**src/rtl/cnt_seq_ctrl.sv**
```systemverilog
// Sequencing controller for the lab binary counter: start/run/pause/stop/terminal
// phases with a prescaled tick, up/down stepping and one-shot or auto-reload.
module cnt_seq_ctrl #(
    parameter int CNT_BIT_WIDTH = 4,
    parameter int PRE_BIT_WIDTH = 8
) (
    input  logic                     clk,
    input  logic                     rst_n,
    input  logic                     start,
    input  logic                     stop,
    input  logic                     pause,
    input  logic                     up_dn,
    input  logic                     auto_reload,
    input  logic [CNT_BIT_WIDTH-1:0] start_val,
    input  logic [CNT_BIT_WIDTH-1:0] end_val,
    input  logic [PRE_BIT_WIDTH-1:0] prescale,
    output logic [CNT_BIT_WIDTH-1:0] out,
    output logic                     busy,
    output logic                     done,
    output logic [1:0]               state
);

    typedef enum logic [1:0] {
        ST_IDLE  = 2'b00,
        ST_RUN   = 2'b01,
        ST_PAUSE = 2'b10,
        ST_DONE  = 2'b11
    } state_t;

    localparam logic [CNT_BIT_WIDTH-1:0] CNT_ZERO = {CNT_BIT_WIDTH{1'b0}};
    localparam logic [CNT_BIT_WIDTH-1:0] CNT_ONE  = {{(CNT_BIT_WIDTH-1){1'b0}}, 1'b1};
    localparam logic [PRE_BIT_WIDTH-1:0] PRE_ZERO = {PRE_BIT_WIDTH{1'b0}};
    localparam logic [PRE_BIT_WIDTH-1:0] PRE_ONE  = {{(PRE_BIT_WIDTH-1){1'b0}}, 1'b1};

    state_t                     state_r, state_s;
    logic [CNT_BIT_WIDTH-1:0]   out_r, out_s;
    logic                       done_r, done_s;
    logic [PRE_BIT_WIDTH-1:0]   pre_cnt_r, pre_cnt_s;
    logic [CNT_BIT_WIDTH-1:0]   start_lat_r, start_lat_s;
    logic [CNT_BIT_WIDTH-1:0]   end_lat_r, end_lat_s;
    logic [PRE_BIT_WIDTH-1:0]   pre_lat_r, pre_lat_s;
    logic                       up_lat_r, up_lat_s;
    logic                       reload_lat_r, reload_lat_s;

    // State, count, prescaler and latched-settings registers.
    always_ff @(posedge clk or negedge rst_n) begin
        if (!rst_n) begin
            state_r      <= ST_IDLE;
            out_r        <= CNT_ZERO;
            done_r       <= 1'b0;
            pre_cnt_r    <= PRE_ZERO;
            start_lat_r  <= CNT_ZERO;
            end_lat_r    <= CNT_ZERO;
            pre_lat_r    <= PRE_ZERO;
            up_lat_r     <= 1'b0;
            reload_lat_r <= 1'b0;
        end else begin
            state_r      <= state_s;
            out_r        <= out_s;
            done_r       <= done_s;
            pre_cnt_r    <= pre_cnt_s;
            start_lat_r  <= start_lat_s;
            end_lat_r    <= end_lat_s;
            pre_lat_r    <= pre_lat_s;
            up_lat_r     <= up_lat_s;
            reload_lat_r <= reload_lat_s;
        end
    end

    // Next-state and datapath: stop beats start beats pause beats stepping.
    always_comb begin
        state_s      = state_r;
        out_s        = out_r;
        done_s       = 1'b0;
        pre_cnt_s    = pre_cnt_r;
        start_lat_s  = start_lat_r;
        end_lat_s    = end_lat_r;
        pre_lat_s    = pre_lat_r;
        up_lat_s     = up_lat_r;
        reload_lat_s = reload_lat_r;

        if (stop) begin
            state_s   = ST_IDLE;
            pre_cnt_s = PRE_ZERO;
        end else if (start) begin
            start_lat_s  = start_val;
            end_lat_s    = end_val;
            pre_lat_s    = prescale;
            up_lat_s     = up_dn;
            reload_lat_s = auto_reload;
            out_s        = start_val;
            pre_cnt_s    = PRE_ZERO;
            state_s      = ST_RUN;
        end else begin
            case (state_r)
                ST_RUN: begin
                    if (pause) begin
                        state_s = ST_PAUSE;
                    end else if (pre_cnt_r < pre_lat_r) begin
                        pre_cnt_s = pre_cnt_r + PRE_ONE;
                    end else begin
                        pre_cnt_s = PRE_ZERO;
                        if (out_r == end_lat_r) begin
                            done_s = 1'b1;
                            if (reload_lat_r) begin
                                out_s = start_lat_r;
                            end else begin
                                state_s = ST_DONE;
                            end
                        end else if (up_lat_r) begin
                            out_s = out_r + CNT_ONE;
                        end else begin
                            out_s = out_r - CNT_ONE;
                        end
                    end
                end
                // Resume edge leaves the prescaler untouched, so it costs one cycle.
                ST_PAUSE: begin
                    if (pause) begin
                        state_s = ST_PAUSE;
                    end else begin
                        state_s = ST_RUN;
                    end
                end
                ST_IDLE: state_s = ST_IDLE;
                ST_DONE: state_s = ST_DONE;
                default: state_s = ST_IDLE;
            endcase
        end
    end

    assign out   = out_r;
    assign done  = done_r;
    assign state = state_r;
    assign busy  = (state_r == ST_RUN) || (state_r == ST_PAUSE);

endmodule

```
**config.mk**
```make
export PLATFORM = sky130hd
export DESIGN_NAME = cnt_seq_ctrl
export DESIGN_NICKNAME = d
export VERILOG_FILES = /design/src/rtl/cnt_seq_ctrl.sv
export SDC_FILE = /design/constraint.sdc
export NUM_CORES = 1
export LEC_CHECK = 0
export ABC_AREA = 1
export CAP_MARGIN = 20
export CORE_UTILIZATION = 58
export CTS_CLUSTER_SIZE = 14
export DETAILED_ROUTE_END_ITERATION = 8
export HOLD_SLACK_MARGIN = 0.08
export PLACE_DENSITY_LB_ADDON = 0.3
export SYNTH_ARGS = -nofsm -noshare
export SYNTH_HDL_FRONTEND = slang
export SYNTH_SLANG_ARGS = --single-unit
```
**constraint.sdc**
```tcl
create_clock -name clk -period 3.5 [get_ports clk]
set_clock_uncertainty 0.05 [all_clocks]
set_input_delay 0.35 -clock clk [delete_from_list [all_inputs] [get_ports clk]]
set_output_delay 0.35 -clock clk [all_outputs]
set_load 0.02 [all_outputs]
```
==> load_flow_metrics.sql <==
INSERT INTO impl_metrics (metric_group, metric, value, unit) VALUES
('outcome', 'result_of_the_run', 'completed', ''),
('final_layout', 'fin_area', '0.00248', 'sq mm'),
('pwr', 'leakage', '1.21', 'nW'),
('yosys', 'synth.area.top_cells', 'sky130_fd_sc_hd__dfrtp_1 (39%), sky130_fd_sc_hd__nand2_1 (11%), sky130_fd_sc_hd__ha_1 (7.1%)', ''),
('yosys', 'post_synth_fa_ha_maj_area_fraction', '8.08', '%'),
('critical_path', 'crit_path_max_fanout', '5', ''),
('sta', 'worstMarginPinSlew', '0.511', 'ns'),
('critical_path', 'arrival', '1.82', 'ns'),
('sta', 'final_min_period_over_clock_period', '63.5', '%'),
('final_layout', 'fin_nets', '311', ''),
('critical_path', 'critPathLaunchType', 'flop', ''),
('pwr', 'max-vdd-ir-drop', '0.259', 'mV'),
('die', 'dieArea', '0.00388', 'sq mm'),
('critical_path', 'critPathMaxStageDelay', '0.60', 'ns'),
('global_route', 'grt_pass1_wl', '7050', 'um'),
('yosys', 'share_of_synthesized_flip_flops_with_an_asynchronous_set_or_reset', '100', '%'),
('yosys', 'most_frequent_cells_after_synthesis', 'sky130_fd_sc_hd__nand2_1 (63), sky130_fd_sc_hd__inv_1 (35), sky130_fd_sc_hd__dfrtp_1 (33), sky130_fd_sc_hd__nand3_1 (20), sky130_fd_sc_hd__a21oi_2 (13)', ''),
('global_route', 'grt_util_all_layers', '23.3', '%'),
('yosys', 'synth.yosys.warnings', '0', ''),
('sta', 'timing.final.crit_period', '2.22', 'ns'),
('drt', 'drt-total-wl', '3940', 'um'),
('drt', 'final_routed_drc_violation_total', '0', ''),
('clock_network', 'worst_setup_hold_path_clk_slew', '0.10', 'ns'),
('drt', 'via_count', '1630', ''),
('clock_network', 'cts_max_level', '2', ''),
('global_route', 'grt_pass1_vias', '1602', ''),
('drt', 'ant_nets', '0', ''),
('yosys', 'avg_cell_area_syn', '8.78', 'sq um'),
('critical_path', 'crit_path_top_delay_cell', 'sky130_fd_sc_hd__clkdlybuf4s50_1', ''),
('yosys', 'synth_top_family_by_area', 'simple AND/OR/NAND/NOR gates', ''),
('critical_path', 'crit_path_end_kind', 'output pin', ''),
('global_route', 'antenna_violations_before_repair', '0', ''),
('placed_design', 'gpl.final_weighted_congestion', '0.824', ''),
('clock_network', 'numCtsBuffers', '5', ''),
('drt', 'drtPass1Iterations', '4', ''),
('critical_path', 'critical_path.reg2reg.startpoint', 'pre_cnt_r[7]', ''),
('hold_path', 'hp-class', 'in2async', ''),
('die', 'die_height', '62.3', 'um'),
('sta', 'report.final.setup_viol', '0', ''),
('flow_run', 'maxCapViolCount', '0', ''),
('yosys', 'netlist.area_leader.share', '39.2', '%'),
('critical_path', 'critical_path.most_common_cell', 'sky130_fd_sc_hd__inv_1', ''),
('pwr', 'totalPowerFinal', '957', 'uW'),
('clock_network', 'root_buffer', 'sky130_fd_sc_hd__clkbuf_4', ''),
('final_layout', 'synthToLayoutAreaGrowth', '17.6', '%'),
('die', 'floorplan.die.width', '62.3', 'um'),
('placed_design', 'dp_slack', '1.23', 'ns'),
('yosys', 'synth_area', '0.00211', 'sq mm'),
('pwr', 'areal_power_density_over_the_cells', '386', 'mW/mm^2'),
('yosys', 'synthesis.instances', '240', ''),
('sta', 'fmax', '0.450', 'GHz'),
('yosys', 'post_synth_and_or_nand_nor_area_fraction', '27.9', '%'),
('yosys', 'syn-num-nets', '276', ''),
('sta', 'final_number_of_max_transition_violations', '0', ''),
('sta', 'rsz0062_at_grt', 'no', ''),
('die', 'core_region_area', '0.00342', 'sq mm'),
('clock_network', 'insertion_delay', '0.34', 'ns'),
('drt', 'routedWlPerCell', '12.3', 'um'),
('final_layout', 'post-route-util', '72.5', '%'),
('drt', 'drt_initial_violations', '62', ''),
('placed_design', 'place.port_buffers', '30', ''),
('drt', 'drt-vias-per-instance', '5.09', ''),
('final_layout', 'num_antenna_cells', '0', ''),
('yosys', 'synth_compound_gate_area_share', '9.68', '%'),
('yosys', 'synth-seq-area-share', '39.2', '%'),
('yosys', 'synth_edf_count', '0', ''),
('clock_network', 'cts.sinks', '33', ''),
('critical_path', 'criticalPathCategory', 'reg2out', ''),
('critical_path', 'critical_path_launch_point', 'state[0]', ''),
('sta', 'final-hold-violation-count', '0', ''),
('placed_design', 'detailedPlacementHpwl', '2910', 'um');
[layout make-up]
| class | instances | area (sq um) |
|---|---|---|
| clock buffer | 5 | 37.5 |
| sequential | 33 | 826 |
| multi-input combinational | 166 | 1100 |
| tap | 46 | 57.6 |
| fill | 281 | 938 |
| timing repair buffer | 32 | 315 |
| inverter | 37 | 139 |
| clock inverter | 1 | 5.00 |
[final timing paths]
check                            endpoint  slack, ns  depth (start not counted)
min in group clk           start_lat_r[2]       0.46                          1
min                          pre_cnt_r[4]       0.35                          2
max                                  busy       1.28                          4
min reg2reg                start_lat_r[2]       0.46                          1
max in group asynchronous    end_lat_r[0]       2.75                          2
max reg2reg                        out[2]       1.79                          8
[through the flow]
| step | cells | hold WS (ns) |
|---|---|---|
| 2_1_floorplan | 240 | 0.00441 |
| 5_1_grt | 320 | 0.357 |
| 4_1_cts | 320 | 0.359 |
| 3_3_place_gp | 314 | 0.436 |
| 6_report | 320 | 0.346 |
| 3_5_place_dp | 314 | 0.438 |
[power by group]
part	switching (mW)	leakage, nW	internal [mW]
Combinational	0.173	0.781	0.138
Clock	0.123	0.0269	0.0695
Sequential	0.0325	0.402	0.421
[state kept, by name (all words and copies together) (netlist names)]
| name | cells |
|---|---|
| start_lat_r | 4 |
| state | 2 |
| pre_cnt_r | 8 |
| pre_lat_r | 8 |
| out | 4 |
| reload_lat_r | 1 |
| done | 1 |
| up_lat_r | 1 |
| end_lat_r | 4 |
[metal layers]
| metal | up-vias | global-route usage (%) | part of all wire, % |
|---|---|---|---|
| li1 | 836 | - | - |
| met2 | 35 | 35.6 | 43 |
| met1 | 752 | 32.3 | 50 |
| met4 | 0 | 7.85 | 1.4 |
| met3 | 7 | 6.25 | 5.6 |
| met5 | - | 0 | 0 |
[placed cells by master (no fill, tap or decap), types with 2 or more instances in the layout]
master and count:
sky130_fd_sc_hd__a21oi_1 4, sky130_fd_sc_hd__nor2_2 5, sky130_fd_sc_hd__o22ai_1 4, sky130_fd_sc_hd__nand2_1 63
sky130_fd_sc_hd__nand3b_1 4, sky130_fd_sc_hd__clkdlybuf4s50_1 30, sky130_fd_sc_hd__xor2_1 5, sky130_fd_sc_hd__o21ai_1 3
sky130_fd_sc_hd__buf_4 2, sky130_fd_sc_hd__nor3_1 2, sky130_fd_sc_hd__nor2_1 2, sky130_fd_sc_hd__ha_1 12
sky130_fd_sc_hd__mux2_4 5, sky130_fd_sc_hd__inv_1 35, sky130_fd_sc_hd__dfrtp_1 33, sky130_fd_sc_hd__nor2_4 12
sky130_fd_sc_hd__inv_2 2, sky130_fd_sc_hd__a21oi_2 13, sky130_fd_sc_hd__clkbuf_4 5, sky130_fd_sc_hd__nand3_1 20
sky130_fd_sc_hd__xnor2_1 2
[worst reg2reg max path: cells and delay by family (launching register included)]
kind	cells	cell delay, ns
DFF	1	0.42
adders and majority gates	1	0.32
AOI/OAI and AO/OA	2	0.33
and+or+nand+nor	5	0.49
[logic make-up (layout without fill, tap and decap cells)]
kind of cell,Yosys count,in the layout
buffers and inverters,41,75
xor gates and xnor gates,7,7
and+or+nand+nor,113,113
AOI/OAI and AO/OA,28,28
DFF,33,33
muxes,5,5
adders and majority gates,13,13
Note: power is estimated with default switching activity, not from simulation.
